===== src/rtl/pc_ras_if.sv =====
// pc_ras decoder-side bus.
// Carries op/cond/target in and PC/RAS status out.
interface pc_ras_if #(
   parameter int Psize = 6,
   parameter int Depth = 4
);
   localparam int DW = $clog2(Depth + 1);

   logic             stall;
   logic [2:0]       op;
   logic             cond;
   logic [Psize-1:0] target;
   logic [Psize-1:0] PCout;
   logic [DW-1:0]    ras_depth;
   logic             ras_empty;
   logic             ras_full;
   logic             ras_err;

   modport master (
      output stall, op, cond, target,
      input  PCout, ras_depth,
      input  ras_empty, ras_full, ras_err
   );

   modport slave (
      input  stall, op, cond, target,
      output PCout, ras_depth,
      output ras_empty, ras_full, ras_err
   );
endinterface


===== src/rtl/pc_ras.sv =====
// picoMIPS program counter with return-address stack.
// One adder serves incr, branch and push address.
module pc_ras #(
   parameter int               Psize     = 6,
   parameter int               Depth     = 4,
   parameter logic [Psize-1:0] ResetAddr = '0
) (
   input logic  clk,
   input logic  reset,
   pc_ras_if.slave bus
);
   localparam int DW = $clog2(Depth + 1);
   localparam int AW = (Depth > 1) ? $clog2(Depth) : 1;

   localparam logic [2:0] OP_INCR = 3'b001;
   localparam logic [2:0] OP_REL  = 3'b010;
   localparam logic [2:0] OP_ABS  = 3'b011;
   localparam logic [2:0] OP_CALL = 3'b100;
   localparam logic [2:0] OP_RET  = 3'b101;

   logic [Psize-1:0] pc, pc_n;
   logic [Psize-1:0] addend, sum;
   logic [DW-1:0]    depth, depth_n;
   logic             err, err_n;
   logic             push;
   logic             full, empty;
   logic [AW-1:0]    wr_idx, rd_idx;
   logic [Psize-1:0] stk [Depth];

   assign full   = (depth == DW'(Depth));
   assign empty  = (depth == '0);
   assign wr_idx = AW'(depth);
   assign rd_idx = AW'(depth - DW'(1));

   // Only a taken relative branch replaces the +1.
   assign addend = (bus.op == OP_REL && bus.cond)
                 ? bus.target : Psize'(1);
   assign sum    = pc + addend;

   always_comb begin
      pc_n    = pc;
      depth_n = depth;
      err_n   = err;
      push    = 1'b0;
      if (!bus.stall) begin
         case (bus.op)
            OP_INCR: pc_n = sum;
            OP_REL:  pc_n = sum;
            OP_ABS:  pc_n = bus.cond ? bus.target : sum;
            OP_CALL: begin
               pc_n = bus.target;
               if (full) begin
                  err_n = 1'b1;
               end else begin
                  push    = 1'b1;
                  depth_n = depth + DW'(1);
               end
            end
            OP_RET: begin
               if (empty) begin
                  pc_n  = sum;
                  err_n = 1'b1;
               end else begin
                  pc_n    = stk[rd_idx];
                  depth_n = depth - DW'(1);
               end
            end
            default: ;
         endcase
      end
   end

   always_ff @(posedge clk or posedge reset) begin
      if (reset) begin
         pc    <= ResetAddr;
         depth <= '0;
         err   <= 1'b0;
      end else begin
         pc    <= pc_n;
         depth <= depth_n;
         err   <= err_n;
      end
   end

   // Stack storage needs no reset; depth marks valid entries.
   always_ff @(posedge clk) begin
      if (push) stk[wr_idx] <= sum;
   end

   assign bus.PCout     = pc;
   assign bus.ras_depth = depth;
   assign bus.ras_empty = empty;
   assign bus.ras_full  = full;
   assign bus.ras_err   = err;
endmodule


===== src/flat_wrapper.sv =====
// flat-port wrapper written by rule: the top's interface ports become plain ports
module pc_ras_flat 
#(
   parameter int               Psize     = 6,
   parameter int               Depth     = 4,
   parameter logic [Psize-1:0] ResetAddr = '0
)
  (clk, reset, bus_stall, bus_op, bus_cond, bus_target, bus_PCout, bus_ras_depth, bus_ras_empty, bus_ras_full, bus_ras_err);
  pc_ras_if #(.Psize(Psize), .Depth(Depth)) bus_i ();
  input logic clk;
  input logic reset;
  input wire logic [$bits(bus_i.stall)-1:0] bus_stall;
  input wire logic [$bits(bus_i.op)-1:0] bus_op;
  input wire logic [$bits(bus_i.cond)-1:0] bus_cond;
  input wire logic [$bits(bus_i.target)-1:0] bus_target;
  output wire logic [$bits(bus_i.PCout)-1:0] bus_PCout;
  output wire logic [$bits(bus_i.ras_depth)-1:0] bus_ras_depth;
  output wire logic [$bits(bus_i.ras_empty)-1:0] bus_ras_empty;
  output wire logic [$bits(bus_i.ras_full)-1:0] bus_ras_full;
  output wire logic [$bits(bus_i.ras_err)-1:0] bus_ras_err;
  assign bus_i.stall = bus_stall;
  assign bus_i.op = bus_op;
  assign bus_i.cond = bus_cond;
  assign bus_i.target = bus_target;
  assign bus_PCout = bus_i.PCout;
  assign bus_ras_depth = bus_i.ras_depth;
  assign bus_ras_empty = bus_i.ras_empty;
  assign bus_ras_full = bus_i.ras_full;
  assign bus_ras_err = bus_i.ras_err;
  pc_ras #(.Psize(Psize), .Depth(Depth), .ResetAddr(ResetAddr)) u_core (.clk(clk), .reset(reset), .bus(bus_i));
endmodule

===== config.mk =====
export PLATFORM = sky130hd
export DESIGN_NAME = pc_ras_flat
export DESIGN_NICKNAME = d
export VERILOG_FILES = /design/src/rtl/pc_ras_if.sv /design/src/rtl/pc_ras.sv /design/src/flat_wrapper.sv
export SDC_FILE = /design/constraint.sdc
export NUM_CORES = 1
export LEC_CHECK = 0
export CORE_MARGIN = 2
export CORE_UTILIZATION = 55
export CTS_BUF_LIST = sky130_fd_sc_hd__clkbuf_4
export CTS_CLUSTER_DIAMETER = 60
export CTS_CLUSTER_SIZE = 40
export DETAILED_ROUTE_END_ITERATION = 12
export DONT_BUFFER_PORTS = 1
export GPL_TIMING_DRIVEN = 1
export PLACE_DENSITY = 0.69
export SYNTH_ARGS = -nofsm -noshare
export SYNTH_HDL_FRONTEND = slang
export SYNTH_SLANG_ARGS = --single-unit

===== constraint.sdc =====
create_clock -name clk -period 2.48 [get_ports clk]
set_clock_uncertainty 0.05 [all_clocks]
set_input_delay 0.62 -clock clk [delete_from_list [all_inputs] [get_ports clk]]
set_output_delay 0.62 -clock clk [all_outputs]
set_load 0.05 [all_outputs]

**After elaboration in Yosys (flattened, before gate mapping)**

Memory sizes are Yosys's and may differ from the RTL's.
Index checks and enable logic that the tools add are counted.

- Register bits after elaboration: 10
- Bits in latches: 0
- Bits in writable memories: 24
- Memory bits (read-only): 0
- Input port bits: 13
- Output and inout bits: 12
- Logic and storage cells: 41
- Memories: 1

- Add/sub/neg operators: 3
- Multiply operators: 0
- Divide/modulo/power cells: 0
- Order comparisons: 0
- Eq/ne operators: 10
- Shift operators: 0
- Muxes and demuxes: 15
- Bitwise gates (word level): 1
- Reduce and logical (&&, ||, !) cells: 8

Memories:

| name | depth | bits a word | read ports | clocked after Yosys merged registers in | wr ports | RTL line | RTL |
|---|---|---|---|---|---|---|---|
| u_core.stk | 4 | 6 | 1 | 0 | 1 | pc_ras.sv:28 | `logic [Psize-1:0] stk [Depth];` |

Operators by type and width:

| kind | number |
|---|---|
| $pmux W6 S4 | 1 |
| $mux W6 | 3 |
| $eq A3 B3 Y1 const B | 3 |
| $ne A2 B2 Y1 const B | 4 |
| $reduce_and A4 Y1 | 2 |
| $mux W1 | 7 |
| $add A6 B6 Y6 | 1 |
| $eq A3 B2 Y1 const B | 2 |
| $mux W3 | 2 |
| $pmux W3 S2 | 1 |
| $reduce_bool A4 Y1 | 1 |
| $add A3 B1 Y3 const B | 1 |
| $eq A3 B1 Y1 const B | 1 |
| $logic_not A3 Y1 | 1 |
| $sub A3 B1 Y3 const B | 1 |
| $pmux W1 S2 | 1 |
| $reduce_and A2 Y1 | 1 |
| $reduce_bool A2 Y1 | 1 |
| $reduce_or A2 Y1 | 1 |
| $logic_and A1 B1 Y1 | 1 |
| $not A1 Y1 | 1 |

**Logic depth before layout (Yosys ltp)**

Gate-level depths: netlist (run 1).

- Depth after elaboration: 6
- Mapped depth: 10
- Mapped depth without buffers: 9

**Least setup slack after synthesis (run 1)**

No wires, ideal clock.

- Path type: reg-to-reg
- Start point: reg u_core.depth[0], in the netlist u_core.bus.ras_depth[0]
- End point: mem u_core.stk[0][0] (enable)
- Setup time: 0.320 ns
- Arrival time: 2.292 ns
- Required time: 2.110 ns
- Path slack: -0.183 ns
- Stages on the path, launching flop included: 7
- Buffers on the path: 1
- Period minus slack after synthesis: 2.663 ns
- Cells stage by stage: dfrtp_1 -> buf_6 -> inv_1 -> ha_1 -> ha_1 -> nor4_1 -> and2_1

- Word-level cells in the longest chain between the ends: 6

RTL lines:

| item | RTL line | RTL |
|---|---|---|
| start, declared | pc_ras.sv:23 | `logic [DW-1:0] depth, depth_n;` |
| start signal, assigned | pc_ras.sv:80 | `depth <= depth_n;` |
| $eq A3 B3 Y1 | pc_ras.sv:30 | `assign full = (depth == DW'(Depth));` |
| named net bus_ras_full | flat_wrapper.sv:19 | `output wire logic [$bits(bus_i.ras_full)-1:0] bus_ras_full;` |
| $mux W1 | pc_ras.sv:52 | `if (full) begin` |
| $mux W1 | pc_ras.sv:46 | `case (bus.op)` |
| $mux W1 | pc_ras.sv:45 | `if (!bus.stall) begin` |
| $mux W1 | pc_ras.sv:87 | `if (push) stk[wr_idx] <= sum;` |
| $mux W1 (not written as such) | pc_ras.sv:87 |  |
| end, declared | pc_ras.sv:28 |  |

The timed path passes the listed nets, and every way through them passes these cells.

**Worst setup path in the final report (run 1)**

- Start point: in bus_op[2]
- End point: mem u_core.stk[1][5] (data pin)

- Word-level cells in the longest chain between the ends: 4

RTL lines:

| item | RTL line | RTL |
|---|---|---|
| start, declared | flat_wrapper.sv:13 | `input wire logic [$bits(bus_i.op)-1:0] bus_op;` |
| $eq A3 B2 Y1 | pc_ras.sv:36 | `assign addend = (bus.op == OP_REL && bus.cond)` |
| $logic_and A1 B1 Y1 | pc_ras.sv:36 |  |
| $mux W6 | pc_ras.sv:37 | `? bus.target : Psize'(1);` |
| $add A6 B6 Y6 | pc_ras.sv:38 | `assign sum = pc + addend;` |
| named net u_core.sum[5] | pc_ras.sv:22 | `logic [Psize-1:0] addend, sum;` |

The timed path passes the listed nets, and every way through them passes these cells.

==> flow_metrics.tcl, run 1 <==
set metrics [dict create \
    vdd.ir_drop.worst_v 0.000666 \
    worst_hold_slack_ns 0.125 \
    grt_use_total 0.214 \
    post_drt_wl_per_cell_um 18.1 \
    worst_skew_pair.late_latency_ns 0.34 \
    grt_pass1_vias 1290 \
    synth_to_layout_area_growth_pct 11.4 \
    syn_inst 148 \
    synth_largest_type_area_fraction 0.379 \
    clock_power_share 0.125 \
    cts.hold.buffers_added 0 \
    drive_gt1_frac 0.232 \
    worst_r2r_startpoint "u_core.bus.ras_depth[0]$_DFFE_PP0P_" \
    chipHeight_um 62.8 \
    routed-via-count 1260 \
    io_buffer_count 0 \
    layout.cells.most_common_list "24 x sky130_fd_sc_hd__edfxtp_1, 14 x sky130_fd_sc_hd__buf_4" \
    layout_commonest_cell "sky130_fd_sc_hd__edfxtp_1" \
    total_chip_power_w 0.00247 \
    fp.dieW_um 62.8 \
    htreeDepth 2 \
    tritoncts.num_buffers 5 \
    end_of_the_worst_register_to_register_path "u_core.stk[3][0]$_DFFE_PP_" \
    placement.setup.worst_slack_ns -0.137 \
    slew_headroom 0.528 \
    number_of_rows_in_the_core_area 21 \
    synth_seq_area_share 0.510 \
    setup.worst_path.end_class "register" \
    dr_iter_0_viols 145 \
    summed_instance_area_of_the_synthesized_netlist_mm2 0.00190 \
    synthesis.nets 173 \
    postLayoutSetupSlackWorst_ns 0.209 \
    grt_antenna_before_repair 0 \
    yosys.cell_types.count 46 \
    max-cap-violations 0 \
    design.core.area_mm2 0.00334 \
    worst_pin_slew_ns 0.707 \
    critical_path.slowest_cell "sky130_fd_sc_hd__nor4bb_4" \
    detailedPlacementHpwl_um 2780 \
    flip_flop_and_latch_count_after_synthesis 34 \
    clock.fmax_mhz 440 \
    critical_path_peak_fanout 11 \
    die_area_mm2 0.00395 \
    setup_total_negative_slack_ns 0 \
    postSynth.asyncResetShare 0.294 \
    ys.flop_type "sky130_fd_sc_hd__edfxtp_1" \
    power_frac_seq 0.382 \
    remaining_global_route_overflow 0 \
    crit_type "in2reg" \
    clkTransAtPathRegs_ns 0.11 \
    rsz0062_at_grt "no" \
    period_minus_slack_ns 2.27 \
    route.detailed.drc 0 \
    cts.repair_timing.setup_buffer_count 0 \
    initial_utilization 0.570 \
    cts_tree "built" \
    hold_class "in2async" \
    r2r_setup_slack_ns 0.38 \
    internal_power_w 0.00140 \
    grt_pass1_wl_um 6290 \
    worst_path_dominant_cell_family "compound AO/OA/AOI/OAI gates" \
    power.switching_w 0.00107 \
    outcome "finished, final reports clean" \
    timing_hold_violations_final 0 \
    num_antenna_cells 0 \
    setup_violations 0 \
    timing.final.crit_share 0.916 \
    num-nets-final 188 \
    worstPathCellList "nor4bb_4, and2_4, ha_1, a211oi_1, o21bai_1, a21oi_1, xnor2_1, inv_1" \
    pwr-share-comb 0.494 \
    ctsLongestPathBuffers 2 \
    cts.sink_count 34 \
    post_drt_via_cell_ratio 6.00 \
    synth.yosys.warnings 0 \
    boundary_pin_count 25 \
    critical_path_data_arrival_time_ns 2.30 \
    post_synth_edffs 24 \
    ant_nets 0 \
    syn_area_per_cell_um2 12.9 \
    switching_share 0.432 \
    synth.top_cells.by_area "sky130_fd_sc_hd__edfxtp_1 38%, sky130_fd_sc_hd__dfrtp_1 13%, sky130_fd_sc_hd__ha_1 7.2%" \
    worst_setup_path_start_kind "input port" \
    maxSlewViolCount 0 \
    critPathBufInv 1 \
    drt-pass1-iter-count 8 \
    post-synth-top-area-cell "sky130_fd_sc_hd__edfxtp_1" \
    largest_net_degree_at_the_start_of_global_routing 19 \
    power_per_cell_area_mw_per_mm2 1160 \
    total_of_cells_resized_after_clock_tree_synthesis 0 \
    total_leakage_power_nw 0.824 \
    worstRegToRegCells 5 \
    cts-root-buf "sky130_fd_sc_hd__clkbuf_4" \
    required_ns 2.51 \
    util_after_layout 0.636 \
    finalWeightedCongestion 0.917 \
    largest_incremental_delay_on_the_critical_path_ns 0.36 \
    totalWireLength_um 3800 \
]
[worst register-to-register path: cells and delay by family, from the launching register on]
family	cells	cell delay [ns]
adders and majority gates	2	0.47
buffers and inverters	1	0.07
DFF	1	0.37
and+or+nand+nor	2	0.82
[logic make-up after synthesis]
family	synth area share
and+or+nand+nor	0.116
DFF	0.510
buffers and inverters	0.0408
adders and majority gates	0.0828
xor gates and xnor gates	0.0276
AOI/OAI and AO/OA	0.141
muxes	0.0809
[synthesized netlist by cell type (2+ instances only)]
master                     count
sky130_fd_sc_hd__edfxtp_1     24
sky130_fd_sc_hd__a21oi_1      11
sky130_fd_sc_hd__ha_1         11
sky130_fd_sc_hd__dfrtp_1      10
sky130_fd_sc_hd__and2_1        9
sky130_fd_sc_hd__inv_1         9
sky130_fd_sc_hd__o21ai_0       9
sky130_fd_sc_hd__nor2_1        6
sky130_fd_sc_hd__mux4_1        5
sky130_fd_sc_hd__nand2_1       5
sky130_fd_sc_hd__xnor2_1       4
sky130_fd_sc_hd__a21o_1        3
sky130_fd_sc_hd__a222oi_1      3
sky130_fd_sc_hd__buf_4         3
sky130_fd_sc_hd__and3_1        2
sky130_fd_sc_hd__nand2b_1      2
sky130_fd_sc_hd__nand3_1       2
sky130_fd_sc_hd__xor2_1        2
[worst max-delay path by stage]
stage | startpoint | to | slack (ns) | cells after the start
3_3_place_gp | bus_op[2] | u_core.stk[1][5]$_DFFE_PP_ | -0.11 | 8
3_5_place_dp | bus_op[2] | u_core.stk[3][5]$_DFFE_PP_ | -0.14 | 8
2_1_floorplan | bus_op[2] | u_core.bus.PCout[4]$_DFFE_PP0P_ | -0.04 | 10
6_report | bus_op[2] | u_core.stk[1][5]$_DFFE_PP_ | 0.21 | 8
5_1_grt | bus_op[2] | u_core.bus.PCout[4]$_DFFE_PP0P_ | 0.10 | 9
4_1_cts | u_core.bus.ras_depth[0]$_DFFE_PP0P_ | bus_ras_empty | 0.22 | 4
[flip-flops by register name, summed over array words and instances, names as in the netlist]
signal / cells
u_core.bus.PCout: 6
u_core.bus.ras_depth: 3
u_core.bus.ras_err: 1
u_core.stk: 24
[layout make-up]
class | instances | area, um^2
repair buffers | 14 | 105
flip-flops and latches | 34 | 973
well taps | 46 | 57.6
clock inverters | 3 | 20.0
fillers | 272 | 1220
multi-input cells | 99 | 893
inverters | 9 | 33.8
clock buffers | 5 | 37.5
[per-stage QoR]
stage                     instances  cell area, um^2
after detailed placement        202             2060
after global placement          202             2060
final                           210             2120
after global routing            210             2120
after floorplan                 148             1960
after CTS                       210             2120
[layer usage]
layer  global-route usage  part of all wire  vias up
met5                    0                 0        -
met4               0.0833             0.015        0
met3               0.0685             0.086        5
met2                0.343              0.47       48
met1                0.270              0.43      606
li1                     -                 -      601
[power groups by stage]
stage	combinational [W]	sequential [W]	clock [W]
3_3_place_gp	0.00118	0.000952	0
4_1_cts	0.00122	0.000945	0.000319
6_report	0.00122	0.000943	0.000308
2_1_floorplan	0.000738	0.00112	0
3_5_place_dp	0.00122	0.000958	0
5_1_grt	0.00134	0.000958	0.000347
Note: power is estimated with default switching activity, not from simulation.
==> inputs of run 2 (changes only) <==
--- a/config.mk
+++ b/config.mk
@@ -5,6 +5,7 @@
 export SDC_FILE = /design/constraint.sdc
 export NUM_CORES = 1
 export LEC_CHECK = 0
+export CAP_MARGIN = 0
 export CORE_MARGIN = 2
 export CORE_UTILIZATION = 55
 export CTS_BUF_LIST = sky130_fd_sc_hd__clkbuf_4
==> results of run 2 <==
The final DEF is identical to that of run 1; final timing and power are the same.
==> inputs of run 3 (changes only) <==
--- a/config.mk
+++ b/config.mk
@@ -5,7 +5,7 @@
 export SDC_FILE = /design/constraint.sdc
 export NUM_CORES = 1
 export LEC_CHECK = 0
-export CAP_MARGIN = 0
+export CAP_MARGIN = 20
 export CORE_MARGIN = 2
 export CORE_UTILIZATION = 55
 export CTS_BUF_LIST = sky130_fd_sc_hd__clkbuf_4
==> results of run 3 <==
The final DEF is identical to that of run 1; final timing and power are the same.
